$ cat config.mk
export PLATFORM = sky130hd
export DESIGN_NAME = seq_div
export DESIGN_NICKNAME = d
export VERILOG_FILES = /design/src/rtl/seq_div_pkg.sv /design/src/rtl/seq_div_step.sv /design/src/rtl/seq_div.sv
export SDC_FILE = /design/constraint.sdc
export NUM_CORES = 1
export LEC_CHECK = 0
export BUFFER_PORTS_ARGS = -buffer_cell sky130_fd_sc_hd__buf_2
export CORE_MARGIN = 5
export CORE_UTILIZATION = 55
export DETAILED_ROUTE_END_ITERATION = 10
export GPL_ROUTABILITY_DRIVEN = 0
export PLACE_DENSITY = 0.78
export SETUP_SLACK_MARGIN = 0.2
export SLEW_MARGIN = 20
export SYNTH_ARGS = -nofsm -noshare
export SYNTH_HDL_FRONTEND = slang
export SYNTH_SLANG_ARGS = --single-unit
export TNS_END_PERCENT = 1
$ cat constraint.sdc
create_clock -name clk -period 2.5 [get_ports clk]
set_clock_uncertainty 0.2 [all_clocks]
set_input_delay 0.5 -clock clk [delete_from_list [all_inputs] [get_ports clk]]
set_output_delay 0.5 -clock clk [all_outputs]
set_load 0.03 [all_outputs]
$ cat src/rtl/seq_div_pkg.sv
// Shared constants for the sequential restoring divider: state encoding and default width.
package seq_div_pkg;

    localparam int unsigned SEQ_DIV_N = 4;

    localparam logic [1:0] S_IDLE = 2'd0;
    localparam logic [1:0] S_RUN  = 2'd1;
    localparam logic [1:0] S_DONE = 2'd2;

    typedef enum logic [1:0] {
        ST_IDLE = S_IDLE,
        ST_RUN  = S_RUN,
        ST_DONE = S_DONE
    } state_e;

endpackage

$ cat src/rtl/seq_div_step.sv
// One restoring-division step: shift in the next dividend bit, trial-subtract the divisor,
// keep the difference when it does not borrow.
module seq_div_step
    import seq_div_pkg::*;
#(
    parameter int unsigned N = SEQ_DIV_N
) (
    input  logic [N:0]   pr_i,
    input  logic         msb_i,
    input  logic [N-1:0] divisor_i,
    output logic [N:0]   pr_o,
    output logic         qbit_o
);

    logic [N+1:0] s_c;
    logic [N:0]   d_c;

    // pr_i[N] is always zero in practice; carrying it keeps the compare exact for any input.
    assign s_c    = {pr_i, msb_i};
    assign qbit_o = (s_c >= (N+2)'(divisor_i));
    assign d_c    = s_c[N:0] - (N+1)'(divisor_i);
    assign pr_o   = qbit_o ? d_c : s_c[N:0];

endmodule

$ cat src/rtl/seq_div.sv
// Sequential restoring divider: 2N-bit dividend / N-bit divisor, one quotient bit per clock.
module seq_div
    import seq_div_pkg::*;
#(
    parameter int unsigned N = SEQ_DIV_N
) (
    input  logic           clk,
    input  logic           rst_n,
    input  logic           start,
    input  logic [2*N-1:0] a,
    input  logic [N-1:0]   b,
    output logic [2*N-1:0] q,
    output logic [N-1:0]   r,
    output logic           busy,
    output logic           done,
    output logic           div_zero
);

    localparam int unsigned DW = 2 * N;
    localparam int unsigned CW = (DW > 1) ? $clog2(DW) : 1;

    state_e        state_q, state_d;
    logic [DW-1:0] div_q, div_d;
    logic [N-1:0]  b_q, b_d;
    logic [N:0]    pr_q, pr_d;
    logic [CW-1:0] cnt_q, cnt_d;
    logic [DW-1:0] q_q, q_d;
    logic [N-1:0]  r_q, r_d;
    logic          dz_q, dz_d;
    logic          busy_q, done_q;

    logic [N:0]    pr_nxt_c;
    logic          qbit_c;

    seq_div_step #(.N(N)) u_step (
        .pr_i      (pr_q),
        .msb_i     (div_q[DW-1]),
        .divisor_i (b_q),
        .pr_o      (pr_nxt_c),
        .qbit_o    (qbit_c)
    );

    // Next-state logic; the exit edge of DONE may accept a new request so that a held
    // start yields one divide every 2N+1 cycles.
    always_comb begin
        state_d = state_q;
        div_d   = div_q;
        b_d     = b_q;
        pr_d    = pr_q;
        cnt_d   = cnt_q;
        q_d     = q_q;
        r_d     = r_q;
        dz_d    = dz_q;

        case (state_q)
            ST_RUN: begin
                div_d = {div_q[DW-2:0], qbit_c};
                pr_d  = pr_nxt_c;
                cnt_d = cnt_q - CW'(1);
                if (cnt_q == '0) begin
                    state_d = ST_DONE;
                    q_d     = {div_q[DW-2:0], qbit_c};
                    r_d     = pr_nxt_c[N-1:0];
                    dz_d    = 1'b0;
                end
            end
            default: begin
                state_d = ST_IDLE;
                if (start) begin
                    if (b == '0) begin
                        state_d = ST_DONE;
                        q_d     = '1;
                        r_d     = '0;
                        dz_d    = 1'b1;
                    end else begin
                        state_d = ST_RUN;
                        div_d   = a;
                        b_d     = b;
                        pr_d    = '0;
                        cnt_d   = CW'(DW - 1);
                    end
                end
            end
        endcase
    end

    // State, datapath and registered outputs.
    always_ff @(posedge clk or negedge rst_n) begin
        if (!rst_n) begin
            state_q <= ST_IDLE;
            div_q   <= '0;
            b_q     <= '0;
            pr_q    <= '0;
            cnt_q   <= '0;
            q_q     <= '0;
            r_q     <= '0;
            dz_q    <= 1'b0;
            busy_q  <= 1'b0;
            done_q  <= 1'b0;
        end else begin
            state_q <= state_d;
            div_q   <= div_d;
            b_q     <= b_d;
            pr_q    <= pr_d;
            cnt_q   <= cnt_d;
            q_q     <= q_d;
            r_q     <= r_d;
            dz_q    <= dz_d;
            busy_q  <= (state_d == ST_RUN);
            done_q  <= (state_d == ST_DONE);
        end
    end

    assign q        = q_q;
    assign r        = r_q;
    assign div_zero = dz_q;
    assign busy     = busy_q;
    assign done     = done_q;

endmodule

==> run metrics, run 1 <==
chip width 66.34 um; Clock Root Buffer clkbuf_4; Leak 0.9287 nW; largest family of logic cells by synthesized area compound AO/OA/AOI/OAI gates; max_slew headroom 45.44%; WL/cell between 15 and 20 um; CP startpoint kind register; die height 66.34 um; # clock sinks 37; # rows 20; initial antenna violation count 0; CORE AREA 3053 sq um; Clock Pin Slew Worst Setup and Hold Paths approximately 0.12 ns; DR iter-0 viols 82; Cells after Synth 162; yosys warns 0; final period utilization 88.72%; DP HPWL 2.616 mm; flops & latches, synth 37; total number of vias 1357; Compound-Gate Fraction of Synth Area 19.57%; num ports 30; Syn Area/Cell 10.77 sq um; FMAX between 400 and 500 MHz; critical path's largest stage delay 0.40 ns; fin nets 219; grt met1 use 25.69%; crit end category register; gr busiest metal met2; hold_buf cts 0; syn_nets 184; DR pass1 iterations 4; RSZ-0062 raised after global routing yes; Setup violations, final 0; Buf/Inv on CP 1; slowest CP cell fa_1; DRC errors left 0; Fin Hold WS 0.03950 ns; fillers 253; Synth Area in Adders 5.448%; ys flop type dfrtp_1; wirelength, routed around 3.7 mm; Hold WC Path Type in -> async; post-synthesis mux area share 3.154%; count of different cell masters after synthesis 40; Multi-input gate area 763.2 sq um; fraction of synthesized cell area in xor and xnor cells 1.004%; Max FO, Critical Path 5; GR Util met2 30.98%; final-report max-slew violation count 0; first-pass GRT wire length approximately 6.4 mm; vias per inst 5.607; Longest Clk Path Bufs 2; pre-CTS WS 0.2570 ns; post-synthesis sequential area ratio 53.05%; Mapped Area between 1500 and 2000 sq um; crit path cell chain inv_1 > ha_1 > fa_1 > nand2b_1 > a21oi_2 > o21ai_1 > a32o_2; antenna-violating nets left 0; asr flop ratio synth 100.0%; post-synthesis simple-gate area fraction 14.34%; Worst Tran Pin Value approximately 0.82 ns; fin worst setup slack 0.2821 ns; area grow syn2layout 15.34%; ANT cells 0; worst vdd ir 0.0008540 V; initial core utilization 57.17%; CTS Buf Count 5; Req. time, crit path about 2.5 ns; met3 Usage GRT a little under 6%; vias in the first global route 1379; Sequential Area roughly 930 sq um; GR Util All Layers approximately a fifth; P per Cell Area 1532 nW/um^2; max cap viols 0; Fin. Hold Viols 0; worst skew pair latency 0.34 ns; crit path time final 2.218 ns; TritonCTS clock tree yes; GRT Residual Overflow 0; H-tree depth 2; Setup CP Type reg -> reg; PortBufs 29; CP top delay family compound AO/OA/AOI/OAI gates; share of cells above drive strength 1 28.28%; number of synthesized flops with an enable pin 0; total negative slack 0 ns; run status finished clean; WP data arrival between 2 and 2.5 ns; die area 4400 sq um; largest net degree at the start of global routing 38
[layout by cell type (no fill, tap or decap), types with 5 or more instances in the layout]
cell / netlist / layout
o22a_1: 7 / 7
nand2_1: 21 / 21
o21ai_0: 7 / 5
a31oi_1: 7 / 7
clkbuf_4: 0 / 5
inv_1: 9 / 9
dfrtp_1: 37 / 37
nor2_1: 15 / 15
buf_2: 3 / 29
ha_1: 6 / 6
[routing by layer]
metal,vias to the layer above,routed length (um)
li1,647,-
met1,657,1588
met2,49,1793
met3,4,251
met4,0,22
met5,-,0
[logic make-up after synthesis]
group,after synthesis
AND/OR/NAND/NOR,53
flip-flops,37
adder cells (fa/ha/maj),7
buffers and inverters,15
multiplexers,5
XOR/XNOR,2
AO/OA/AOI/OAI,43
[registers in the layout (all words and copies together), names as in the netlist]
name and count:
b_q 4, busy 1, cnt_q 3, div_q 8
div_zero 1, done 1, pr_q 5, q 8
r 4, state_q 2
[worst paths after layout]
kind                            startpoint  cells after the start  slack, ns        to
min in group clk                      a[5]                      3       0.20  div_q[5]
worst min-delay path                 rst_n                      1       0.04      q[5]
max in group asynchronous            rst_n                      1       1.53      r[1]
worst max register to register    div_q[7]                      7       0.28   pr_q[0]
worst min register to register        q[3]                      1       0.30      q[3]
worst max-delay path              div_q[7]                      7       0.28   pr_q[0]
[cell usage after synthesis, types with 2 or more instances]
master | count | area, sq um
dfrtp_1 | 37 | 925.9
nand2_1 | 21 | 78.83
nor2_1 | 15 | 56.30
inv_1 | 9 | 33.78
a31oi_1 | 7 | 43.79
o21ai_0 | 7 | 35.03
o22a_1 | 7 | 61.31
ha_1 | 6 | 75.07
a21oi_1 | 5 | 25.02
mux2_2 | 4 | 45.04
buf_2 | 3 | 15.01
nand3_1 | 3 | 15.01
o31ai_1 | 3 | 22.52
a32o_1 | 2 | 20.02
a32o_2 | 2 | 22.52
a32oi_1 | 2 | 17.52
and2_1 | 2 | 12.51
clkbuf_1 | 2 | 7.510
nand2b_1 | 2 | 12.51
nand4_1 | 2 | 12.51
xnor2_1 | 2 | 17.52
[per-stage QoR]
stage / util, % / cells / total power, mW / cell area [sq um]
detailed placement: 63.73 / 233 / 2.725 / 1946
finish: 65.94 / 242 / 3.084 / 2013
global route: 65.94 / 242 / 3.344 / 2013
floorplan: - / 162 / 2.297 / 1745
CTS: 65.70 / 241 / 3.060 / 2006
global placement: 63.73 / 233 / 2.668 / 1946
[layout make-up]
type	instances	share of cell area [%]
inverters	10	1.865
clock buffers	6	2.051
multi-input cells	110	37.91
clock inverters	2	0.7458
well taps	44	2.735
flip-flops and latches	37	45.99
repair buffers	33	8.701
[power breakdown]
part,internal [mW],switching [mW]
registers,0.889,0.176
logic,0.680,1.03
clock network,0.110,0.199
[what timing repair did]
| action | 4_1_cts | 5_1_grt |
|---|---|---|
| endpoints found under the setup margin | 2 | 4 |
| endpoints found under the hold margin | 0 | 0 |
| gates resized for setup | 1 | 2 |
| buffers inserted | 0 | 1 |
| pin swaps | 0 | 1 |
(Power assumes the default switching activity.)
==> run 2: changes to the inputs <==
CORE_ASPECT_RATIO = 2   (was unset)
SKIP_CTS_REPAIR_TIMING = 1   (was unset)
==> run 2 against run 1 <==
Against the previous run: combinational power is essentially flat; power grew 6.0%; sequential share of layout area shrank 0.65 points; critical path type unchanged.
==> run metrics, run 2 (synthesis results as in run 1) <==
Hold WC Path Type in -> async; DR pass1 iterations 4; fin nets 218; CTS Buf Count 5; initial antenna violation count 0; DR top layer met4; Comb pwr share 53.1%; run status finished clean; initial core utilization around 56%; Sequential Area 925.9 sq um; share of cells above drive strength 1 28.43%; Setup CP Type reg -> reg; area grow syn2layout 16.99%; ANT cells 0; TritonCTS clock tree yes; Longest Clk Path Bufs 2; critical path's largest stage delay 0.40 ns; Leak 0.9550 nW; fillers 260; RSZ-0062 raised after global routing no; die height 89.67 um; vias in the first global route 1563; commonest cells after routing, fill and taps aside dfrtp_1 (37), buf_2 (29), nand2_1 (21); crit end category register; Max FO, Critical Path 5; DP HPWL 2.970 mm; Sw Share 44.59%; FMAX 463.2 MHz; commonest non-fill, non-tap cell in the layout dfrtp_1; detailed-routed wire length on met3 165 um; wirelength, routed around 4 mm; final-report max-slew violation count 0; Worst Tran Pin Value between 0.8 and 0.9 ns; # rows 29; Metal-1 WL 1.505 mm; P_sw 1.458 mW; WP data arrival ~2.1 ns; total negative slack 0 ns; Setup violations, final 0; Clock Pin Slew Worst Setup and Hold Paths 0.07 ns; first-pass GRT wire length 6.955 mm; worst vdd ir 0.0009506 V; Fin Hold WS 0.09031 ns; Flop pwr share roughly 33%; CP startpoint kind register; # clock sinks 37; clock network power share 13.8%; WL met2 ~2.1 mm; P per Cell Area 1601 nW/um^2; GR Util All Layers around a fifth; worst skew pair latency 0.28 ns; max_slew headroom 46.59%; vias per inst 6.110; DRC errors left 0; max cap viols 0; antenna-violating nets left 0; crit path cell chain inv_1 > ha_1 > fa_1 > nand2b_1 > a21oi_4 > o21ai_0 > a32o_2; DR iter-0 viols 45; largest net degree at the start of global routing 38; num ports 30; final period utilization a little under nine tenths; total number of vias 1393; crit path time final approximately 2.2 ns; slowest CP cell fa_1; Int Power 1.812 mW; WL/cell 17.40 um; CORE AREA 3120 sq um; PortBufs 29; Multi-input gate area between 700 and 800 sq um; die area 4469 sq um; Fin. Hold Viols 0; Clock Root Buffer clkbuf_8; chip width between 40 and 50 um; Req. time, crit path about 2.5 ns; H-tree depth 2; GRT Residual Overflow 0
run 2: changes by cell type in the layout (fill, tap and decap cells not counted):
| cell | change |
|---|---|
| clkbuf_8 | +7 |
| clkbuf_4 | -5 |
| clkinvlp_4 | -2 |
| o21ai_0 | +2 |
| o21ai_1 | -2 |
| a21oi_2 | -1 |
| a21oi_4 | +1 |
| buf_4 | -1 |
| clkbuf_1 | -1 |
| clkinv_2 | +1 |
run 2: cell type report:
class,count,share of cell area (%)
clock inverters,1,0.2451
inverters,10,1.838
clock buffers,7,4.718
flip-flops and latches,37,45.34
well taps,31,1.900
repair buffers,32,8.211
multi-input cells,110,37.75
run 2: worst max-delay path, delay by kind of cell, from the launching register on:
kind	cells	cell delay, ns
AOI/OAI and AO/OA	3	0.62
adders and majority gates	2	0.60
DFF	1	0.36
and+or+nand+nor	1	0.22
buffers and inverters	1	0.06
run 2: layer usage:
layer,GRT usage [%],vias up
li1,-,649
met1,21.55,683
met2,35.50,46
met3,4.298,15
met4,11.22,0
met5,0,-
run 2: per-stage QoR:
stage	utilization (%)	std cells	setup slack, ns	cell area [sq um]	total power, mW
6_report	65.44	228	0.3411	2042	3.270
5_1_grt	65.44	228	0.2160	2042	3.535
4_1_cts	65.08	228	0.2463	2031	3.234
3_5_place_dp	61.83	220	0.2557	1929	2.772
3_3_place_gp	61.83	220	0.3126	1929	2.692
2_1_floorplan	-	162	0.4216	1745	2.297
run 2: path summary, 6_finish.rpt:
path | from | endpoint | slack [ns] | cells past startpoint
max in group asynchronous | rst_n | q[2] | 1.49 | 1
worst max register to register | div_q[7] | pr_q[1] | 0.34 | 7
worst min-delay path | rst_n | busy | 0.09 | 1
worst max-delay path | div_q[7] | pr_q[1] | 0.34 | 7
worst min register to register | r[2] | r[2] | 0.29 | 2
min in group clk | a[6] | div_q[6] | 0.26 | 3
run 2: power groups by stage:
stage / Sequential, mW / Combinational [mW] / Clock [mW]
after floorplan: 1.25 / 1.05 / 0
after global placement: 1.07 / 1.62 / 0
after detailed placement: 1.09 / 1.68 / 0
after CTS: 1.08 / 1.70 / 0.460
after global routing: 1.12 / 1.92 / 0.493
final: 1.08 / 1.74 / 0.452
